**config.mk**
```make
export PLATFORM = sky130hd
export DESIGN_NAME = ccu_snoop_resp_merge
export DESIGN_NICKNAME = d
export VERILOG_FILES = /design/src/rtl/ccu_snoop_resp_merge.sv
export SDC_FILE = /design/constraint.sdc
export NUM_CORES = 1
export LEC_CHECK = 0
export ABC_AREA = 1
export BUFFER_PORTS_ARGS = -buffer_cell sky130_fd_sc_hd__buf_2
export CAP_MARGIN = 20
export CELL_PAD_IN_SITES_DETAIL_PLACEMENT = 2
export CELL_PAD_IN_SITES_GLOBAL_PLACEMENT = 2
export CORE_AREA = 2 2 207 209
export CTS_CLUSTER_DIAMETER = 60
export DETAILED_ROUTE_END_ITERATION = 10
export DIE_AREA = 0 0 209 211
export PLACE_DENSITY = 0.81
export SYNTH_ARGS = -nofsm -noshare
export SYNTH_HDL_FRONTEND = slang
export SYNTH_SLANG_ARGS = --single-unit
```
**constraint.sdc**
```tcl
create_clock -name clk_i -period 2.7 [get_ports clk_i]
set_clock_uncertainty 0.05 [all_clocks]
set_input_delay 0.27 -clock clk_i [delete_from_list [all_inputs] [get_ports clk_i]]
set_output_delay 0.27 -clock clk_i [all_outputs]
set_load 0.05 [all_outputs]
```
**src/rtl/ccu_snoop_resp_merge.sv**
```systemverilog
`default_nettype none
// ============================================================================
// Module   : ccu_snoop_resp_merge
// Purpose  : Broadcasts one AC snoop to the targeted masters, merges their CR
//            responses and forwards a single CD stream while draining others.
// Revision : 1.0 - initial release
// ============================================================================
module ccu_snoop_resp_merge #(
    parameter int NumMst    = 4,
    parameter int AddrWidth = 64,
    parameter int DataWidth = 64
) (
    input  logic                          clk_i,
    input  logic                          rst_i,
    input  logic                          ac_valid_i,
    output logic                          ac_ready_o,
    input  logic [AddrWidth-1:0]          ac_addr_i,
    input  logic [3:0]                    ac_snoop_i,
    input  logic [2:0]                    ac_prot_i,
    input  logic [NumMst-1:0]             domain_mask_i,
    output logic [NumMst-1:0]             ac_valid_o,
    input  logic [NumMst-1:0]             ac_ready_i,
    output logic [AddrWidth-1:0]          ac_addr_o,
    output logic [3:0]                    ac_snoop_o,
    output logic [2:0]                    ac_prot_o,
    input  logic [NumMst-1:0]             cr_valid_i,
    output logic [NumMst-1:0]             cr_ready_o,
    input  logic [5*NumMst-1:0]           cr_resp_i,
    input  logic [NumMst-1:0]             cd_valid_i,
    output logic [NumMst-1:0]             cd_ready_o,
    input  logic [DataWidth*NumMst-1:0]   cd_data_i,
    input  logic [NumMst-1:0]             cd_last_i,
    output logic                          cr_valid_o,
    input  logic                          cr_ready_i,
    output logic [4:0]                    cr_resp_o,
    output logic                          cd_valid_o,
    input  logic                          cd_ready_i,
    output logic [DataWidth-1:0]          cd_data_o,
    output logic                          cd_last_o
);

    localparam int SEL_W = (NumMst > 1) ? $clog2(NumMst) : 1;

    localparam logic [2:0] S_IDLE    = 3'd0;
    localparam logic [2:0] S_AC_SEND = 3'd1;
    localparam logic [2:0] S_CR_WAIT = 3'd2;
    localparam logic [2:0] S_CR_OUT  = 3'd3;
    localparam logic [2:0] S_CD_FWD  = 3'd4;

    logic [2:0]           r_state;
    logic [AddrWidth-1:0] r_addr;
    logic [3:0]           r_snoop;
    logic [2:0]           r_prot;
    logic [NumMst-1:0]    r_ac_pend;
    logic [NumMst-1:0]    r_cr_pend;
    logic [NumMst-1:0]    r_dt_mask;
    logic [4:0]           r_resp;
    logic [SEL_W-1:0]     r_sel;
    logic                 r_sel_found;
    logic                 r_sel_clean;

    logic [2:0]           w_state_nxt;
    logic [NumMst-1:0]    w_ac_pend_nxt;
    logic [NumMst-1:0]    w_cr_pend_nxt;
    logic [NumMst-1:0]    w_dt_nxt;
    logic [4:0]           w_resp_nxt;
    logic [SEL_W-1:0]     w_sel_nxt;
    logic                 w_found_nxt;
    logic                 w_clean_nxt;
    logic                 w_cand_clean;
    logic                 w_load;
    logic                 w_ac_ready;
    logic [NumMst-1:0]    w_ac_valid;
    logic [NumMst-1:0]    w_cr_ready;
    logic                 w_cr_valid;
    logic [4:0]           w_cr_resp;
    logic                 w_cd_valid;
    logic [NumMst-1:0]    w_cd_ready;
    logic [DataWidth-1:0] w_cd_data;
    logic                 w_cd_last;

    always_comb begin
        w_state_nxt   = r_state;
        w_ac_pend_nxt = r_ac_pend;
        w_cr_pend_nxt = r_cr_pend;
        w_dt_nxt      = r_dt_mask;
        w_resp_nxt    = r_resp;
        w_sel_nxt     = r_sel;
        w_found_nxt   = r_sel_found;
        w_clean_nxt   = r_sel_clean;
        w_cand_clean  = 1'b0;
        w_load        = 1'b0;
        w_ac_ready    = 1'b0;
        w_ac_valid    = '0;
        w_cr_ready    = '0;
        w_cr_valid    = 1'b0;
        w_cr_resp     = '0;
        w_cd_valid    = 1'b0;
        w_cd_ready    = '0;
        w_cd_data     = '0;
        w_cd_last     = 1'b0;

        case (r_state)
            S_IDLE: begin
                w_ac_ready = 1'b1;
                if (ac_valid_i) begin
                    w_load        = 1'b1;
                    w_ac_pend_nxt = domain_mask_i;
                    w_cr_pend_nxt = domain_mask_i;
                    w_dt_nxt      = '0;
                    w_resp_nxt    = '0;
                    w_sel_nxt     = '0;
                    w_found_nxt   = 1'b0;
                    w_clean_nxt   = 1'b0;
                    w_state_nxt   = (|domain_mask_i) ? S_AC_SEND : S_CR_OUT;
                end
            end
            S_AC_SEND: begin
                w_ac_valid    = r_ac_pend;
                w_ac_pend_nxt = r_ac_pend & ~ac_ready_i;
                if (w_ac_pend_nxt == '0) w_state_nxt = S_CR_WAIT;
            end
            S_CR_WAIT: begin
                w_cr_ready = r_cr_pend;
                // Error-free data transfers win over erroneous ones; ties go to the lowest index.
                for (int i = 0; i < NumMst; i++) begin
                    if (cr_valid_i[i] && r_cr_pend[i]) begin
                        w_resp_nxt  = w_resp_nxt | cr_resp_i[5*i +: 5];
                        w_dt_nxt[i] = cr_resp_i[5*i];
                        if (cr_resp_i[5*i]) begin
                            w_cand_clean = ~cr_resp_i[5*i+1];
                            if (!w_found_nxt || (w_cand_clean && !w_clean_nxt) ||
                                (w_cand_clean == w_clean_nxt && SEL_W'(i) < w_sel_nxt)) begin
                                w_sel_nxt   = SEL_W'(i);
                                w_found_nxt = 1'b1;
                                w_clean_nxt = w_cand_clean;
                            end
                        end
                    end
                end
                w_cr_pend_nxt = r_cr_pend & ~cr_valid_i;
                if (w_cr_pend_nxt == '0) w_state_nxt = S_CR_OUT;
            end
            S_CR_OUT: begin
                w_cr_valid = 1'b1;
                w_cr_resp  = r_resp;
                if (cr_ready_i) w_state_nxt = (r_dt_mask != '0) ? S_CD_FWD : S_IDLE;
            end
            S_CD_FWD: begin
                for (int i = 0; i < NumMst; i++) begin
                    if (SEL_W'(i) == r_sel) begin
                        w_cd_valid    = cd_valid_i[i] & r_dt_mask[i];
                        w_cd_data     = cd_data_i[i*DataWidth +: DataWidth];
                        w_cd_last     = cd_last_i[i];
                        w_cd_ready[i] = cd_ready_i & r_dt_mask[i];
                    end else begin
                        w_cd_ready[i] = r_dt_mask[i];
                    end
                end
                w_dt_nxt = r_dt_mask & ~(cd_valid_i & w_cd_ready & cd_last_i);
                if (w_dt_nxt == '0) w_state_nxt = S_IDLE;
            end
            default: w_state_nxt = S_IDLE;
        endcase
    end

    always_ff @(posedge clk_i) begin
        if (rst_i) begin
            r_state     <= S_IDLE;
            r_addr      <= '0;
            r_snoop     <= '0;
            r_prot      <= '0;
            r_ac_pend   <= '0;
            r_cr_pend   <= '0;
            r_dt_mask   <= '0;
            r_resp      <= '0;
            r_sel       <= '0;
            r_sel_found <= 1'b0;
            r_sel_clean <= 1'b0;
        end else begin
            r_state     <= w_state_nxt;
            r_ac_pend   <= w_ac_pend_nxt;
            r_cr_pend   <= w_cr_pend_nxt;
            r_dt_mask   <= w_dt_nxt;
            r_resp      <= w_resp_nxt;
            r_sel       <= w_sel_nxt;
            r_sel_found <= w_found_nxt;
            r_sel_clean <= w_clean_nxt;
            if (w_load) begin
                r_addr  <= ac_addr_i;
                r_snoop <= ac_snoop_i;
                r_prot  <= ac_prot_i;
            end
        end
    end

    // Reset drops every handshake in the same cycle it is asserted.
    assign ac_ready_o = w_ac_ready & ~rst_i;
    assign ac_valid_o = w_ac_valid & {NumMst{~rst_i}};
    assign cr_ready_o = w_cr_ready & {NumMst{~rst_i}};
    assign cd_ready_o = w_cd_ready & {NumMst{~rst_i}};
    assign cr_valid_o = w_cr_valid & ~rst_i;
    assign cd_valid_o = w_cd_valid & ~rst_i;
    assign cr_resp_o  = rst_i ? '0 : w_cr_resp;
    assign cd_data_o  = rst_i ? '0 : w_cd_data;
    assign cd_last_o  = w_cd_last & ~rst_i;
    assign ac_addr_o  = r_addr;
    assign ac_snoop_o = r_snoop;
    assign ac_prot_o  = r_prot;

endmodule
`default_nettype wire

```
==> metrics.csv <==
stage,metric,value,unit
run_status,status,"complete, no violations",
placed_design,port bufs,527,
power_and_ir_drop,PwrDens,688.6,nW/um^2
floorplanning,Core Region,41760,sq um
power_and_ir_drop,P_sw,3.607,mW
power_and_ir_drop,clock power share,19.8,%
logic_synthesis,"Cell Area, Synth",6277,sq um
clock_network,"Hold-fix buffers, CTS",0,
routing,WL met3,3.073,mm
worst_hold_path,Hold Crit Depth,3,
clock_network,level count of the clock H-tree,3,
power_and_ir_drop,Sw Ratio,50.87,%
floorplanning,Die ar.,44100,sq um
grt,initial antenna violation count,23,
logic_synthesis,Post-Syn Instances,1024,
clock_network,CTS Buffer Depth,2,
finish,# nets final,1897,
grt,vias in the first global route,10030,
routing,DRT Wirelength,41.94,mm
critical_path,endpoint class of the critical path,output pin,
power_and_ir_drop,sequential power share,28.8,%
routing,metal1 wirelength,15.84,mm
routing,Highest Signal Layer,met5,
job,Max Cap Viol,0,
logic_synthesis,Cell variety after synth,37,
grt,largest net degree at the start of global routing,84,
critical_path,CP startpoint kind,flop,
critical_path,CP Max Fanout,31,
grt,grt ovf,0,
critical_path,type of the worst setup path,reg -> out,
floorplanning,die extent in x,209,um
placed_design,GP Congestion,0.9053,
timing,Max Slew Vio Count,0,
power_and_ir_drop,P_leak,5.361,nW
clock_network,latest clock arrival within the worst-skew pair,0.36,ns
placed_design,placed wire-length estimate,33.78,mm
clock_network,number of CTS-inserted buffers,9,
floorplanning,Die Y,211,um
timing,period utilisation layout,96.62,%
power_and_ir_drop,internal cell power,3.483,mW
grt,first-pass GRT wire length,60.73,mm
timing,Fin Setup TNS,0,ns
power_and_ir_drop,Max IR drop VDD,630.3,uV
routing,First-pass DRT Iterations,4,
critical_path,Arrival @ worst endpoint,2.29,ns
timing,RSZ-0062 raised after global routing,true,
logic_synthesis,Syn Area/Cell,6.130,sq um
clock_network,clock-pin slew on the worst setup and hold paths,0.08,ns
routing,Antenna Nets Post-Route,0,
routing,Remaining DRCs,0,
routing,drt wl/cell,20.15,um
floorplanning,# IOs,528,
clock_network,clk sinks,95,
routing,Vias/cell,4.484,
routing,DR vias,9331,
clock_network,root buf cell,clkbuf_16,
worst_hold_path,Hold Crit Class,in -> reg,
floorplanning,num rows,75,
logic_synthesis,synthesis-stage register bit count,95,
floorplanning,Initial Util,15.03,%
logic_synthesis,Syn Nets,1399,
finish,synthesis-to-layout area growth,64.02,%
critical_path,"Req. time, crit path",2.38,ns
grt,GRT Util Overall,18.03,%
routing,Initial DRC Count,463,
timing,# setup viols final,0,
finish,final design utilization,24.66,%
timing,Slew @ Worst Pin,0.8980,ns
timing,Fmax,383.3,MHz
power_and_ir_drop,Comb power frac,51.4,%
timing,Hold Fails Final Rpt,0,
finish,share of layout cells above drive strength 1,40.28,%
timing,min Tclk post-route,2.609,ns
clock_network,CTS tree,built,
routing,routed wl met2,21.64,mm
logic_synthesis,"Seq/Total Area, Yosys",30.30,%
timing,Slew HR,40.05,%
logic_synthesis,Synth Warn #,0,
critical_path,reg2reg path depth,21,
flip-flops by register name, summed over array words and instances (netlist names):
signal and flops:
r_resp 5, r_cr_pend 4, ac_prot_o 3, r_state 3
ac_addr_o 64, r_ac_pend 4, r_sel 2, r_sel_clean 1
r_dt_mask 4, ac_snoop_o 4, r_sel_found 1
cell usage in the layout (no fill, tap or decap), types with 30 or more instances in the layout:
master    count
dfxtp_1      94
buf_12       30
a21oi_1      39
nand2_1     172
o21ai_0     114
buf_2       503
nor2_1      236
nand3_1      67
o211ai_1     36
inv_1        76
per-layer routing:
layer,GRT usage (%),vias to the layer above
li1,-,4417
met3,5.010,65
met2,33.40,370
met1,19.46,4471
met5,0,-
met4,6.798,8
repair_timing:
item | 4_1_cts | 5_1_grt
pin swaps | 0 | 5
resized for setup | 5 | 15
cloned | 0 | 0
endpoints found under the setup margin | 15 | 21
buffers inserted | 0 | 5
synthesized netlist by cell type:
cell | count | area share, %
a21oi_1 | 42 | 3.3
a21oi_2 | 1 | 0.14
a31oi_1 | 6 | 0.60
a32o_1 | 2 | 0.32
a41oi_1 | 1 | 0.14
and2_1 | 1 | 0.10
buf_1 | 4 | 0.24
buf_2 | 12 | 0.96
buf_4 | 13 | 1.6
buf_6 | 5 | 0.90
clkbuf_1 | 36 | 2.2
clkinv_1 | 1 | 0.060
dfxtp_1 | 95 | 30
ha_1 | 3 | 0.60
inv_1 | 79 | 4.7
inv_2 | 6 | 0.36
nand2_1 | 180 | 11
nand2_2 | 8 | 0.80
nand3_1 | 67 | 5.3
nand3_4 | 1 | 0.28
nand4_1 | 4 | 0.40
nor2_1 | 237 | 14
nor2_2 | 2 | 0.20
nor2_4 | 5 | 0.90
nor3_1 | 7 | 0.56
nor3b_1 | 1 | 0.12
nor4_1 | 1 | 0.10
o211ai_1 | 36 | 4.3
o21a_1 | 4 | 0.48
o21ai_0 | 114 | 9.1
o21ai_1 | 11 | 0.88
o221ai_1 | 28 | 3.9
o22ai_1 | 6 | 0.60
o311ai_0 | 1 | 0.14
o31ai_1 | 1 | 0.12
o41ai_1 | 2 | 0.28
or2_0 | 1 | 0.10
worst max-delay path: stages (launching register included):
cell and delay, ns:
dfxtp_1 0.49, buf_4 0.25, nor2_4 0.08, inv_1 0.11, buf_12 0.20, o221ai_1 0.28, a21oi_2 0.30, buf_12 0.17
cell type report:
cell class                 count  area (sq um)
antenna                       15         37.54
clock buffer                   9         225.2
clock inverter                 7         85.08
fill                        5158         31460
inverter                      86         325.3
multi-input combinational    773          3744
sequential                    95          1903
tap                          539         674.4
timing repair buffer         557          3302
cells by family after synthesis:
kind of cell | Yosys count | synth area share (%)
AOI/OAI and AO/OA | 255 | 24.34
buffers and inverters | 156 | 10.94
DFF | 95 | 30.30
adders and majority gates | 3 | 0.5980
and+or+nand+nor | 515 | 33.83
path summary, 6_finish.rpt:
| kind | start | slack (ns) | to |
|---|---|---|---|
| worst min register to register | r_resp[2]$_SDFFE_PP0P_ | 0.42 | r_resp[2]$_SDFFE_PP0P_ |
| worst max-delay path | r_sel[0]$_SDFFE_PP0P_ | 0.09 | cd_data_o[40] |
| worst max register to register | r_sel_clean$_SDFFE_PP0P_ | 0.13 | r_sel[0]$_SDFFE_PP0P_ |
| worst min-delay path | ac_addr_i[20] | 0.08 | ac_addr_o[20]$_SDFFE_PP0P_ |
stage by stage:
stage                     hold WS (ns)  worst slack (ns)  total power [mW]  instance area (sq um)  instances
after floorplan                 0.3549            0.3883             4.529                   6277       1024
after global placement          0.4018           0.04428             5.609                   9856       2045
after detailed placement        0.4101           -0.1321             5.731                   9856       2045
after CTS                      0.06099           0.01434             7.184                  10180       2061
after global routing           0.06574          -0.08948             7.544                  10280       2074
final                          0.07506           0.09119             7.089                  10300       2081
power by group through the flow:
stage          combinational (mW)  clock, mW  sequential, mW
3_5_place_dp                 3.67          0            2.06
4_1_cts                      3.69       1.45            2.04
6_report                     3.64       1.41            2.04
3_3_place_gp                 3.58          0            2.03
5_1_grt                      3.96       1.50            2.09
2_1_floorplan                1.39          0            3.14
Power figures use the tool's default switching activity.
